[config.mk]
export PLATFORM = sky130hd
export DESIGN_NAME = dm_access_ctrl
export DESIGN_NICKNAME = d
export VERILOG_FILES = /design/src/rtl/riscv_dm_pkg.sv /design/src/rtl/dm_lane_align.sv /design/src/rtl/dm_access_ctrl.sv
export SDC_FILE = /design/constraint.sdc
export NUM_CORES = 1
export LEC_CHECK = 0
export CAP_MARGIN = 5
export CORE_ASPECT_RATIO = 1.4
export CORE_MARGIN = 5
export CORE_UTILIZATION = 44
export CTS_CLUSTER_SIZE = 25
export DETAILED_ROUTE_END_ITERATION = 10
export PLACE_DENSITY_LB_ADDON = 0.3
export SETUP_SLACK_MARGIN = 0.2
export SYNTH_ARGS = -nofsm -noshare
export SYNTH_HDL_FRONTEND = slang
export SYNTH_SLANG_ARGS = --single-unit
[constraint.sdc]
create_clock -name clk -period 2.1 [get_ports clk]
set_input_delay 0.21 -clock clk [delete_from_list [all_inputs] [get_ports clk]]
set_output_delay 0.21 -clock clk [all_outputs]
set_load 0.01 [all_outputs]
[src/rtl/riscv_dm_pkg.sv]
// Encodings, FSM state type and helpers shared by the MEM-stage data-memory controller.
package riscv_dm_pkg;

   localparam logic [2:0] RdNone = 3'b000;
   localparam logic [2:0] RdLb   = 3'b001;
   localparam logic [2:0] RdLh   = 3'b010;
   localparam logic [2:0] RdLw   = 3'b011;
   localparam logic [2:0] RdLbu  = 3'b100;
   localparam logic [2:0] RdLhu  = 3'b101;

   localparam logic [1:0] WrNone = 2'b00;
   localparam logic [1:0] WrSb   = 2'b01;
   localparam logic [1:0] WrSh   = 2'b10;
   localparam logic [1:0] WrSw   = 2'b11;

   localparam int unsigned TimeoutCntW = 8;

   typedef enum logic [1:0] {
      StIdle,
      StWait,
      StDone
   } dm_state_e;

   // 110/111 fall outside the load range and count as no load.
   function automatic logic is_load(input logic [2:0] r_dm);
      return (r_dm != RdNone) && (r_dm <= RdLhu);
   endfunction

   // A store takes precedence, so only its size matters when both are present.
   function automatic logic is_misaligned(input logic [2:0] r_dm, input logic [1:0] w_dm,
                                          input logic [1:0] off);
      logic half;
      logic word;
      if (w_dm != WrNone) begin
         half = (w_dm == WrSh);
         word = (w_dm == WrSw);
      end else begin
         half = (r_dm == RdLh) || (r_dm == RdLhu);
         word = (r_dm == RdLw);
      end
      return (half && off[0]) || (word && (off != 2'b00));
   endfunction

endpackage

[src/rtl/dm_lane_align.sv]
// Store lane replication and byte strobes; load byte/half extraction with sign/zero extension.
module dm_lane_align
   import riscv_dm_pkg::*;
(
   input  logic [1:0]  st_type,
   input  logic [1:0]  st_off,
   input  logic [31:0] st_data,
   output logic [31:0] st_wdata,
   output logic [3:0]  st_wstrb,
   input  logic [2:0]  ld_type,
   input  logic [1:0]  ld_off,
   input  logic [31:0] ld_word,
   output logic [31:0] ld_data
);

   logic [7:0]  ld_byte;
   logic [15:0] ld_half;

   always_comb begin
      st_wdata = '0;
      st_wstrb = '0;
      case (st_type)
         WrSb: begin
            st_wdata = {4{st_data[7:0]}};
            st_wstrb = 4'b0001 << st_off;
         end
         WrSh: begin
            st_wdata = {2{st_data[15:0]}};
            st_wstrb = st_off[1] ? 4'b1100 : 4'b0011;
         end
         WrSw: begin
            st_wdata = st_data;
            st_wstrb = 4'b1111;
         end
         default: ;
      endcase
   end

   assign ld_byte = ld_word[{ld_off, 3'b000} +: 8];
   assign ld_half = ld_off[1] ? ld_word[31:16] : ld_word[15:0];

   always_comb begin
      ld_data = '0;
      case (ld_type)
         RdLb:    ld_data = {{24{ld_byte[7]}}, ld_byte};
         RdLh:    ld_data = {{16{ld_half[15]}}, ld_half};
         RdLw:    ld_data = ld_word;
         RdLbu:   ld_data = {24'b0, ld_byte};
         RdLhu:   ld_data = {16'b0, ld_half};
         default: ;
      endcase
   end

endmodule

[src/rtl/dm_access_ctrl.sv]
// MEM-stage data-memory access controller: request/acknowledge transaction with pipeline stall,
// misalignment rejection and ack timeout.
module dm_access_ctrl
   import riscv_dm_pkg::*;
#(
   parameter int unsigned TIMEOUT = 255
) (
   input  logic        clk,
   input  logic        reset,
   input  logic [2:0]  r_dm,
   input  logic [1:0]  w_dm,
   input  logic [31:0] addr,
   input  logic [31:0] wdata,
   output logic        busy,
   output logic [31:0] load_data,
   output logic        misalign,
   output logic        bus_err,
   output logic        mem_req,
   output logic        mem_we,
   output logic [31:0] mem_addr,
   output logic [31:0] mem_wdata,
   output logic [3:0]  mem_wstrb,
   input  logic        mem_ack,
   input  logic [31:0] mem_rdata
);

   localparam logic [TimeoutCntW-1:0] TimeoutVal = TimeoutCntW'(TIMEOUT);

   dm_state_e              state_q, state_d;
   logic [TimeoutCntW-1:0] cnt_q, cnt_d;
   logic [31:0]            mem_addr_q, mem_wdata_q, load_data_q;
   logic                   mem_we_q;
   logic [3:0]             mem_wstrb_q;
   logic [2:0]             ld_type_q;
   logic [1:0]             ld_off_q;

   logic        is_store, req, mis, start, ld_upd;
   logic [31:0] st_wdata, ld_data;
   logic [3:0]  st_wstrb;

   assign is_store = (w_dm != WrNone);
   assign req      = is_store || is_load(r_dm);
   assign mis      = is_misaligned(r_dm, w_dm, addr[1:0]);

   dm_lane_align u_lane_align (
      .st_type  (w_dm),
      .st_off   (addr[1:0]),
      .st_data  (wdata),
      .st_wdata (st_wdata),
      .st_wstrb (st_wstrb),
      .ld_type  (ld_type_q),
      .ld_off   (ld_off_q),
      .ld_word  (mem_rdata),
      .ld_data  (ld_data)
   );

   always_comb begin
      state_d  = state_q;
      cnt_d    = cnt_q;
      busy     = 1'b0;
      misalign = 1'b0;
      bus_err  = 1'b0;
      mem_req  = 1'b0;
      start    = 1'b0;
      ld_upd   = 1'b0;
      unique case (state_q)
         StIdle: begin
            if (req) begin
               if (mis) begin
                  misalign = 1'b1;
               end else begin
                  busy    = 1'b1;
                  start   = 1'b1;
                  cnt_d   = '0;
                  state_d = StWait;
               end
            end
         end
         StWait: begin
            busy    = 1'b1;
            mem_req = 1'b1;
            // Ack wins over a timeout landing in the same cycle.
            if (mem_ack) begin
               ld_upd  = (ld_type_q != RdNone);
               state_d = StDone;
            end else if (cnt_q == TimeoutVal) begin
               bus_err = 1'b1;
               state_d = StDone;
            end else if (cnt_q != '1) begin
               cnt_d = cnt_q + 1'b1;
            end
         end
         StDone: begin
            state_d = StIdle;
         end
         default: begin
            state_d = StIdle;
         end
      endcase
   end

   always_ff @(posedge clk) begin
      if (reset) begin
         state_q     <= StIdle;
         cnt_q       <= '0;
         mem_addr_q  <= '0;
         mem_we_q    <= 1'b0;
         mem_wdata_q <= '0;
         mem_wstrb_q <= '0;
         ld_type_q   <= RdNone;
         ld_off_q    <= '0;
         load_data_q <= '0;
      end else begin
         state_q <= state_d;
         cnt_q   <= cnt_d;
         if (start) begin
            mem_addr_q  <= {addr[31:2], 2'b00};
            mem_we_q    <= is_store;
            mem_wdata_q <= st_wdata;
            mem_wstrb_q <= st_wstrb;
            ld_type_q   <= is_store ? RdNone : r_dm;
            ld_off_q    <= addr[1:0];
         end
         if (ld_upd) begin
            load_data_q <= ld_data;
         end
      end
   end

   assign mem_addr  = mem_addr_q;
   assign mem_we    = mem_we_q;
   assign mem_wdata = mem_wdata_q;
   assign mem_wstrb = mem_wstrb_q;
   assign load_data = load_data_q;

endmodule
==> impl_summary.md, run 1 <==
Setup path
The worst register-to-register path has a setup slack of between 200 and 250 ps. The startpoint class of the critical path is a flip-flop. The critical path required time is 1890 ps.

The worst endpoint data arrival time is 1670 ps. The peak fanout along the critical path is 4. The startpoint-to-endpoint class of the critical path is reg -> out. The endpoint class of the critical path is an output port.

STA
The worst path uses 89.6% of the clock period. The hold violation total from the final report came to 0. Setup repair after global routing could not meet its margin everywhere. For the pin with the worst max-slew slack, the measured transition is about 690 ps. The worst path needs 1880 ps of the cycle, external delays included. The relative slew slack is between 50% and 60%.

The clock arrives with approximately 5 ps of skew. The final count of pins violating max slew is 0. For the final routed database, the setup TNS stands at 0 ps. The peak clock frequency supported by timing is approximately 530 MHz. Setup violations remaining at the end of the flow were counted as 0.

Synthesis
The count of mapped cells out of synthesis is 626. The async set-reset flop share out of synthesis is 0%. The summed instance area of the synthesized netlist is 5420 um2.

In this run the mean area of a mapped cell was 8.66 um2. The number of synthesized flops with an enable pin is 0. Among all flip-flop cells after synthesis, the most frequent one is dfxtp_1. The sequential share of the synthesized area is a little over two fifths.

During synthesis, Yosys emitted a total of 0 warnings. The unique cell type count in the Yosys netlist is 55. The number of storage elements in the synthesis netlist is ~110.

Clock tree
The latest clock arrival within the worst-skew pair is slightly above 400 ps. The maximum level of the CTS H-tree is 4. The longest clock path from root to sink contains 2 buffers. After clock tree synthesis, the clock-pin slew on the worst setup and hold paths is ~50 ps.

The number of buffers added by the clock tree synthesis step is 17. The number of buffers added to fix hold violations after cts is 0. TritonCTS built the clock tree. Counting every sink on the clock net gives approximately 110.

The tree is rooted in a clkbuf_16.

Placed design
Summed over all nets, the half-perimeter wirelength after detailed placement is between 10 and 15 mm. The weighted congestion reported at the end of routability-driven placement is approximately 0.9. During placement, the flow inserted port buffers numbering around 210. The total cell area at the placement stage is between 7000 and 8000 um2.

Pwr
The net switching share of the total power is 27.1%. In this run the power spent charging and discharging nets is between 1500 and 2000 uW. The clock network fraction of total power is approximately two fifths. For this design the static power due to leakage is about 0.0033 uW. Combinational cells account for between 20% and 30% of the total power.

Sequential cells burn between 30% and 40% of the power. Across the VDD grid, the largest voltage drop is ~0.6 mV. For this design the ratio of total power to cell area is roughly 840 nW/um2. Cell internal power was estimated by the tool at about 5300 uW.

GRT
The number of global-route vias before repair is between 5k and 6k. After global routing the overflow that remains totals 0. The pin count of the biggest net entering global routing is between 60 and 70. The first global-routing pass estimated around 30 mm of wire.

The number of antenna violations at the first check in global routing came to 0. For this run, the total global-route usage over all layers was measured as between 20 and 25%.

Cells and area
The most common library cell in the layout ignoring fill and taps is clkdlybuf4s50_1. Summing all non-filler instances in the final layout gives an area of slightly below 9000 um2. The net count of the finished layout is 955. In the layout the commonest cells are clkdlybuf4s50_1, dfxtp_1, nand2_1. Compared with the post-synthesis result, the final layout area differs by 59.6%. After filler insertion, the fill cell instance count of the layout stands at approximately 900. The final core utilization is between 70% and 80%. In the final layout, flip-flops and latches occupy ~2300 um2. The multi-input combinational cells in the finished layout cover a total of ~3000 um2. The fraction of final layout cells sized beyond drive strength 1 is between 15 and 20%. The number of antenna diodes in the final layout is 0.

Min path
The worst hold path belongs to the class in -> reg.

Floorplan
The boundary pin count is ~210. The standard-cell row count is between 40 and 50. The vertical extent of the die is 141 um. The die covers about 15000 um2.

The width of the chip is 104 um. In this run the standard cell core region covers about 12000 um2. Once the floorplan was initialized, standard cells occupied ~44% of the core.

Routing
The number of nets still failing antenna checks after routing is 0. The residual DRC count is 0. In this run, the number of DRC markers left after iteration 0 of detailed routing was between 200 and 300. The total wire length is 18.7 mm.

Dividing the detail-routed wire length by the instance count gives approximately 19 um. The mean number of vias per cell is 5.73. The first detailed-routing pass took 5 iterations. The via count of the routed design is approximately 5.8k.

Job
The max-cap check violation count is 0.

Run status
The flow ran to the end, and the final reports show no timing, DRC or antenna violations.
routing by layer:
metal  up-vias  wire, um  part of all wire (%)  track usage (%)
met5         -         0                     0                0
met4         0       524                   2.8             9.62
met3        41      1460                   7.8             8.47
met2       269      9580                    51             43.0
met1      2758      7140                    38             27.7
li1       2730         -                     -                -
through the flow:
| stage | power [uW] | instances | hold WS, ps | setup slack, ps |
|---|---|---|---|---|
| after CTS | 7170 | 1007 | 240 | 74.7 |
| after floorplan | 3280 | 627 | 346 | 265 |
| after detailed placement | 4150 | 976 | 444 | -349 |
| after global placement | 4110 | 976 | 439 | -272 |
| final | 7230 | 1011 | 252 | 218 |
| after global routing | 7530 | 1011 | 258 | 115 |
final cells by class:
| class | instances | area share [%] |
|---|---|---|
| clock buffers | 22 | 5.71 |
| repair buffers | 258 | 29.5 |
| well taps | 150 | 2.17 |
| clock inverters | 8 | 1.46 |
| flip-flops and latches | 114 | 26.5 |
| inverters | 4 | 0.174 |
| multi-input cells | 455 | 34.6 |
timing repair:
item,in CTS,in global routing
buffers inserted,1,2
gates cloned,0,2
endpoints found under the setup margin,77,74
endpoints found under the hold margin,0,0
pin swaps,2,4
gates resized for setup,23,23
synth_stat cells, types with 2 or more instances:
cell / n / area, um2
a211o_1: 3 / 26.3
a211oi_1: 2 / 15.0
a21oi_1: 55 / 275
a221o_1: 16 / 160
a221oi_2: 23 / 345
a22o_1: 14 / 123
a22oi_1: 16 / 120
a311oi_1: 6 / 52.6
and2_1: 4 / 25.0
and3_1: 2 / 12.5
buf_1: 5 / 18.8
buf_2: 15 / 75.1
buf_4: 3 / 22.5
buf_6: 3 / 33.8
clkbuf_1: 28 / 105
dfxtp_1: 114 / 2280
inv_1: 4 / 15.0
mux2_2: 18 / 203
mux2i_1: 8 / 80.1
nand2_1: 88 / 330
nand2b_1: 5 / 31.3
nand3_1: 18 / 90.1
nand3b_1: 2 / 15.0
nand4_1: 2 / 12.5
nor2_1: 67 / 251
nor2b_1: 22 / 138
nor3_1: 31 / 155
nor4_1: 2 / 12.5
o21ai_0: 23 / 115
or2_2: 2 / 12.5
worst paths after layout:
path | startpoint | to | cells past startpoint
max | cnt_q[1]$_SDFFE_PP0P_ | bus_err | 5
min reg2reg | mem_wdata[5]$_SDFFE_PP0P_ | mem_wdata[5]$_SDFFE_PP0P_ | 2
max reg2reg | state_q[1]$_SDFFE_PP0P_ | mem_wstrb[0]$_SDFFE_PP0P_ | 8
min | reset | load_data[23]$_SDFFE_PP0P_ | 2
flip-flops by register name, summed over array words and instances, names as in the netlist:
signal and count:
load_data 32, mem_wdata 32, mem_addr 30, cnt_q 8
mem_wstrb 4, ld_type_q 3, ld_off_q 2, state_q 2
mem_we 1
kinds of logic after synthesis:
family / after synthesis / share of synthesized area (%)
AOI/OAI and AO/OA: 173 / 25.8
xor gates and xnor gates: 1 / 0.162
adders and majority gates: 1 / 0.231
buffers and inverters: 58 / 4.98
DFF: 114 / 42.1
muxes: 27 / 5.63
other: 1 / 0.0692
and+or+nand+nor: 251 / 21.0
power by group through the flow:
stage,combinational (uW),sequential (uW),clock [uW]
4_1_cts,1680,2450,3040
2_1_floorplan,727,2550,0
5_1_grt,1900,2470,3150
6_report,1770,2450,3000
3_5_place_dp,1660,2490,0
3_3_place_gp,1630,2490,0
critical path, cell delays in order, from the launching register on:
cell,delay (ps)
dfxtp_4,370
ha_4,150
nand3_1,110
nor3_2,250
and3_1,230
clkbuf_2,150
No activity file was read; power rests on OpenSTA's default activity.
==> run 2, diff against run 1 <==
REMOVE_ABC_BUFFERS = 1   (was unset)
==> run 2 against run 1 <==
Net effect:
- combinational power down 5%
- clock skew grew 10 ps
- sequential power hardly changed
- worst setup slack improved by 27 ps
- power fell by 2.7%
- non-clock buffer count is 9 lower
- final area is 1.1% lower
- largest power group unchanged
==> impl_summary.md, run 2 (synthesis results as in run 1) <==
Setup path
The startpoint-to-endpoint class of the critical path is reg -> reg. The peak fanout along the critical path is 18. At the worst endpoint, the required time is 2440 ps. The startpoint class of the critical path is a flip-flop.

STA puts the critical path data arrival time at about 2200 ps. The endpoint class of the critical path is a flip-flop.

Floorplan
From bottom edge to top edge, the die measures 141 um. In this run the count of I/O pins placed on the die edge is ~210. The standard-cell row count is between 40 and 50.

The floorplan step defined a core boundary enclosing around 12000 um2. The starting density of the core is 44.5%. The die is just over 100 um wide.

The die covers 14700 um2.

Routing
The detailed router used layers up to and including met5. The met2 wire length is roughly 9.1 mm. The residual DRC count is 0. The via count of the routed design is ~5.6k.

Wires add up to between 15 and 20 mm. For this run, the detailed router's first-pass iteration total came to 5. After detailed routing, the met3 layer carries 1.74 mm of wire. Using the TritonRoute via totals, the vias-per-cell ratio works out to 5.61. The routed metal-1 wire length is approximately 6.4 mm.

Dividing the detail-routed wire length by the instance count gives 17.7 um. The iteration-0 DRC count of the detailed router is roughly 210. The number of nets still failing antenna checks after routing is 0.

STA
Headroom to the max-slew limit came out at approximately 56%. Across all setup checks in the final design, the least slack found is between 200 and 250 ps. The final count of pins violating max slew is 0. The final cycle utilization of the critical path is between 80% and 90%. The setup total negative slack is 0 ps. The worst hold margin is 81.4 ps.

The total of endpoints with negative setup slack in the final report is 0. The hold violation total from the final report came to 0. The peak clock frequency supported by timing is ~540 MHz. The final critical path time including I/O delays and setup is around 1900 ps. The final clock skew is 15.3 ps. The transition time at the pin with the least slew margin is roughly 660 ps. Setup repair after global routing could not meet its margin everywhere.

Clock tree
The clock tree from TritonCTS is yes. The buffer levels on the longest clock path is 2. The number of buffers added by the clock tree synthesis step is 17. For this design, the sink count on the clock tree is between 100 and 150. The clock input transition at the sequential cells of the worst setup and hold paths is 60 ps. In this run the number of H-tree levels came out at 4. The latest clock arrival within the worst-skew pair is between 400 and 500 ps. The buffer cell driving the clock tree root is clkbuf_16.

The number of buffers added to fix hold violations after cts is 0.

Pwr
The ratio of total power to cell area is roughly 820 nW/um2. The proportion of power drawn by flip-flops and latches is a little over a third. The reported net switching power is approximately 1900 uW. The net switching share of the total power is a little over a quarter. The combinational power share is approximately a quarter. The worst-case IR drop observed on VDD is 0.659 mV. The clock network fraction of total power is 41.1%. The reported leakage power is 0.00322 uW.

The internal power component is 5110 uW.

GRT
The total overflow left after global routing is 0. Global routing consumed, over all layers together, around a quarter of the routing resources. The global-route wire length before repair is 28.4 mm.

The pin count of the biggest net entering global routing is 98. The number of antenna violations at the first check in global routing came to 1. The number of global-route vias before repair was 5764.

Placed design
The total cell area at the placement stage is 7740 um2. The count of buffers inserted at the top-level ports is 206. The detailed placer's ending HPWL is ~13 mm.

The congestion estimate from routability-driven global placement came to about 0.86. OpenSTA, run right after detailed placement, puts the worst setup slack at -436 ps. Once placement completed, the tool counted placed cells totaling about 960.

Cells and area
The finished cells cover around 8600 um2. The repair_antennas step left the layout with diodes totalling 0. The library cell used most frequently in the layout, excluding fill and tap cells, is clkdlybuf4s50_1. Of the cells placed in the final design, the portion with a size suffix greater than 1 is roughly 18%. Leaving out fill and tap cells, the most frequent cells in the layout are clkdlybuf4s50_1, dfxtp_1, nand2_1. Relative to the synthesized area, the layout overhead comes to 57.8%.

The filler-free cell count of the finished design is approximately 1k. The number of nets in the final layout is 946.

Run status
The flow ran to the end, and the final reports show no timing, DRC or antenna violations.

Min path
The worst hold path belongs to the class in -> reg.

Job
Across the run, the number of max-cap violations was 0.
==> run 2: changes by cell type in the layout (fill, tap and decap cells not counted), moves of 2 or more <==
cell,previous run,this run
buf_2,3,1
buf_4,41,33
clkbuf_8,5,1
clkinv_2,1,3
clkinv_4,1,4
dfxtp_1,112,110
dfxtp_2,0,3
dlygate4sd2_1,3,1
nor3_1,27,30
nor3_2,4,0
==> run 2: per-stage QoR <==
stage | util [%] | total power (uW)
2_1_floorplan | - | 3190
3_3_place_gp | 63.5 | 4050
3_5_place_dp | 63.5 | 4090
4_1_cts | 69.2 | 7010
5_1_grt | 70.2 | 7340
6_report | 70.2 | 7030
==> run 2: worst paths after layout <==
check                              endpoint  slack (ps)                       from  cells past startpoint
setup / recovery  mem_wdata[4]$_SDFFE_PP0P_         250    state_q[1]$_SDFFE_PP0P_                      8
hold / removal    load_data[7]$_SDFFE_PP0P_          80                      reset                      2
setup reg to reg  mem_wdata[4]$_SDFFE_PP0P_         250    state_q[1]$_SDFFE_PP0P_                      8
hold reg to reg   mem_wdata[2]$_SDFFE_PP0P_         460  mem_wdata[2]$_SDFFE_PP0P_                      2
==> run 2: layout make-up <==
| cell class | count | area, um2 |
|---|---|---|
| clock buffers | 18 | 439 |
| clock inverters | 13 | 163 |
| fillers | 877 | 3640 |
| inverters | 4 | 17.5 |
| multi-input cells | 455 | 2980 |
| flip-flops and latches | 114 | 2290 |
| well taps | 150 | 188 |
| repair buffers | 249 | 2480 |
==> run 2: what timing repair did <==
action | 4_1_cts | 5_1_grt
setup endpoints to repair | 94 | 24
pin swaps | 4 | 3
setup buffers | 5 | 2
gates cloned | 0 | 2
endpoints found under the hold margin | 0 | 0
resized for setup | 30 | 21
==> run 2: critical path: stages, from the launching register on <==
cell and delay [ps]:
dfxtp_2 340, a211o_1 270, o32a_1 180, buf_4 160, nor3_4 240, buf_4 190
clkbuf_16 170, nand3_1 80, a21oi_1 150
==> run 2: power by group through the flow <==
stage	combinational (uW)	clock (uW)	sequential [uW]
after floorplan	625	0	2570
after global placement	1570	0	2480
after detailed placement	1600	0	2490
after CTS	1620	2940	2450
after global routing	1830	3040	2470
final	1690	2890	2450
==> run 2: layer usage <==
metal | GRT usage (%) | vias up
li1 | - | 2695
met3 | 10.1 | 35
met2 | 40.8 | 258
met1 | 24.5 | 2632
met5 | 0 | -
met4 | 9.55 | 2
==> run 3, diff against run 2 <==
CORE_UTILIZATION = 50   (was 44)
DONT_BUFFER_PORTS = 1   (was unset)
==> run 3 against run 2 <==
Net effect:
- the run now ends with hold timing left
- count of clock-buffer cells in the layout grew 2
- final cell count down 23%
- final area fell by 26%
- worst setup slack lost 46 ps
- critical path type unchanged
==> impl_summary.md, run 3 (synthesis results as in run 1) <==
Cells and area
The number of antenna diodes in the final layout is 0. The area growth from synthesis to layout is 16.6%. In the final layout, the multi-input gates occupy between 2000 and 3000 um2. The filler cells instantiated in the layout total about 940. Leaving out fill and tap cells, the most frequent cell in the layout is dfxtp_1. For this run, the post-layout net count is between 700 and 800. The fraction of final layout cells sized beyond drive strength 1 is 19.0%. In the layout the commonest cells are dfxtp_1, nand2_1, nor2_1. The sequential cell area is 2280 um2.

STA
Setup repair after global routing could not meet its margin everywhere. The transition time at the pin with the least slew margin is roughly 580 ps. The final critical path time including I/O delays and setup is about 1900 ps.

The hold violation total from the final report is 97. The total of endpoints with negative setup slack in the final report is 0. Derived from the worst setup path, the maximum achievable clock frequency is 526 MHz. The final count of pins violating max slew is 0.

The final critical path takes up 90.5% of the cycle. Across all hold checks on the routed design, the worst slack comes to -126 ps. Across the routed clock network, the largest skew measured is a little under 8 ps. The relative slew slack is about three fifths.

Routing
The detail route stage leaves a number of antenna-violating nets equal to 0. The mean number of vias per cell is roughly 6. The via count of the routed design is 4780. The residual DRC count is 0. The detailed-routing iteration count for the pre-antenna-repair pass is 5. Wires add up to roughly 16 mm. The detailed-route wire length per cell is 20.9 um. The iteration-0 DRC count of the detailed router is 208.

Floorplan
The core region is about 11000 um2. The starting density of the core is 50.4%. The floorplan step set the die height to about 130 um. The die area is about 13000 um2. The standard-cell row count is 45.

The boundary pin count is around 210. The width of the chip is roughly 98 um.

Setup path
The endpoint class of the critical path is a flip-flop. The worst setup path is launched from a flip-flop. The worst endpoint data arrival time is between 2000 and 2500 ps. The peak fanout along the critical path is 13. The critical path is of the reg -> reg type. For the worst setup path, the data required time is 2420 ps.

GRT
The number of antenna violations at the first check in global routing is 0. The pin count of the biggest net entering global routing is 105. The number of global-route vias before repair is 4803. The total overflow reported by the global router is 0. The first global-routing pass estimated about 25 mm of wire. The total routing resource utilization after global routing is 23.3%.

Clock tree
The number of hold buffers added after CTS was 1. The buffer cell driving the clock tree root is clkbuf_16. The number of buffers added by the clock tree synthesis step is 17. Clock latency on the worst-skew pair, taken at its later pin, is around 400 ps.

The TritonCTS sink count is ~110. TritonCTS built the clock tree. The buffer levels on the longest clock path is 2. The maximum level of the CTS H-tree is 4. The clock input transition at the sequential cells of the worst setup and hold paths is ~50 ps.

Pwr
The worst voltage drop across the vdd grid is roughly 0.75 mV. In this run the static leakage power is approximately 0.0023 uW. Dividing total power by cell area gives a power density of roughly 990 nW/um2. Total power for the finished layout comes to 6270 uW.

Min path
The worst hold path belongs to the class in -> reg.

Placed design
The detailed placer's ending HPWL is 10.7 mm. The count of buffers inserted at the top-level ports is 0. The weighted congestion reported at the end of routability-driven placement is about 0.9.

Job
Across the run, the number of max-cap violations was 0.

Run status
The flow ran to the end, but the final reports show violations. The final reports fail on hold timing.
[run 3: cell types whose count changed in the layout (fill, tap and decap cells not counted), sizes merged, moves of 2 or more]
cell / change
buf: -20
bufinv: -2
clkdlybuf4s15: -3
clkdlybuf4s50: -196
clkinv: -2
inv: +2
[run 3: cell type report]
| type | count | share of cell area (%) |
|---|---|---|
| Multi-Input combinational cell | 455 | 46.8 |
| Sequential cell | 114 | 36.1 |
| Clock buffer | 20 | 7.22 |
| Timing Repair Buffer | 27 | 5.16 |
| Tap cell | 141 | 2.79 |
| Clock inverter | 12 | 1.68 |
| Inverter | 4 | 0.237 |
[run 3: worst paths after layout]
path | endpoint | slack (ps) | startpoint | depth (start not counted)
setup / recovery | mem_wdata[14]$_SDFFE_PP0P_ | 200 | state_q[1]$_SDFFE_PP0P_ | 9
hold / removal | mem_addr[8]$_SDFFE_PP0P_ | -130 | reset | 1
setup reg to reg | mem_wdata[14]$_SDFFE_PP0P_ | 200 | state_q[1]$_SDFFE_PP0P_ | 9
hold reg to reg | ld_type_q[2]$_SDFFE_PP0P_ | 490 | ld_type_q[2]$_SDFFE_PP0P_ | 2
[run 3: critical path, cell delays in order, from the launching register on]
cell	delay, ps
dfxtp_1	340
a211o_1	280
o32a_1	170
buf_4	160
nor3_4	190
buf_12	150
buf_6	120
clkbuf_16	160
nor2_1	50
nor3_1	180
[run 3: repair_timing]
action / CTS / global route
gates cloned: 1 / 3
setup endpoints to repair: 8 / 23
resized for setup: 6 / 12
setup buffers: 0 / 3
pin swaps: 0 / 3
endpoints found under the hold margin: 99 / 98
[run 3: through the flow]
stage	utilization [%]	setup TNS (ps)	cells	worst slack, ps	cell area, um2
finish	58.8	0	773	199	6320
global route	58.8	0	773	153	6320
CTS	57.4	0	767	207	6170
detailed placement	51.5	0	733	133	5540
global placement	51.5	0	733	178	5540
floorplan	-	-201650	573	-2710	5170
[run 3: where the power goes]
group / internal (uW) / total (uW) / switching, uW
clock network: 1690 / 2700 / 1020
registers: 2350 / 2570 / 224
logic: 459 / 1000 / 542
total: 4490 / 6270 / 1780
[run 3: metal layers]
layer / vias to the layer above / global-route usage (%) / share of wire [%]
li1: 2254 / - / -
met1: 2261 / 24.5 / 35
met2: 236 / 40.6 / 52
met3: 29 / 10.0 / 11
met4: 0 / 9.62 / 2.3
met5: - / 0 / 0
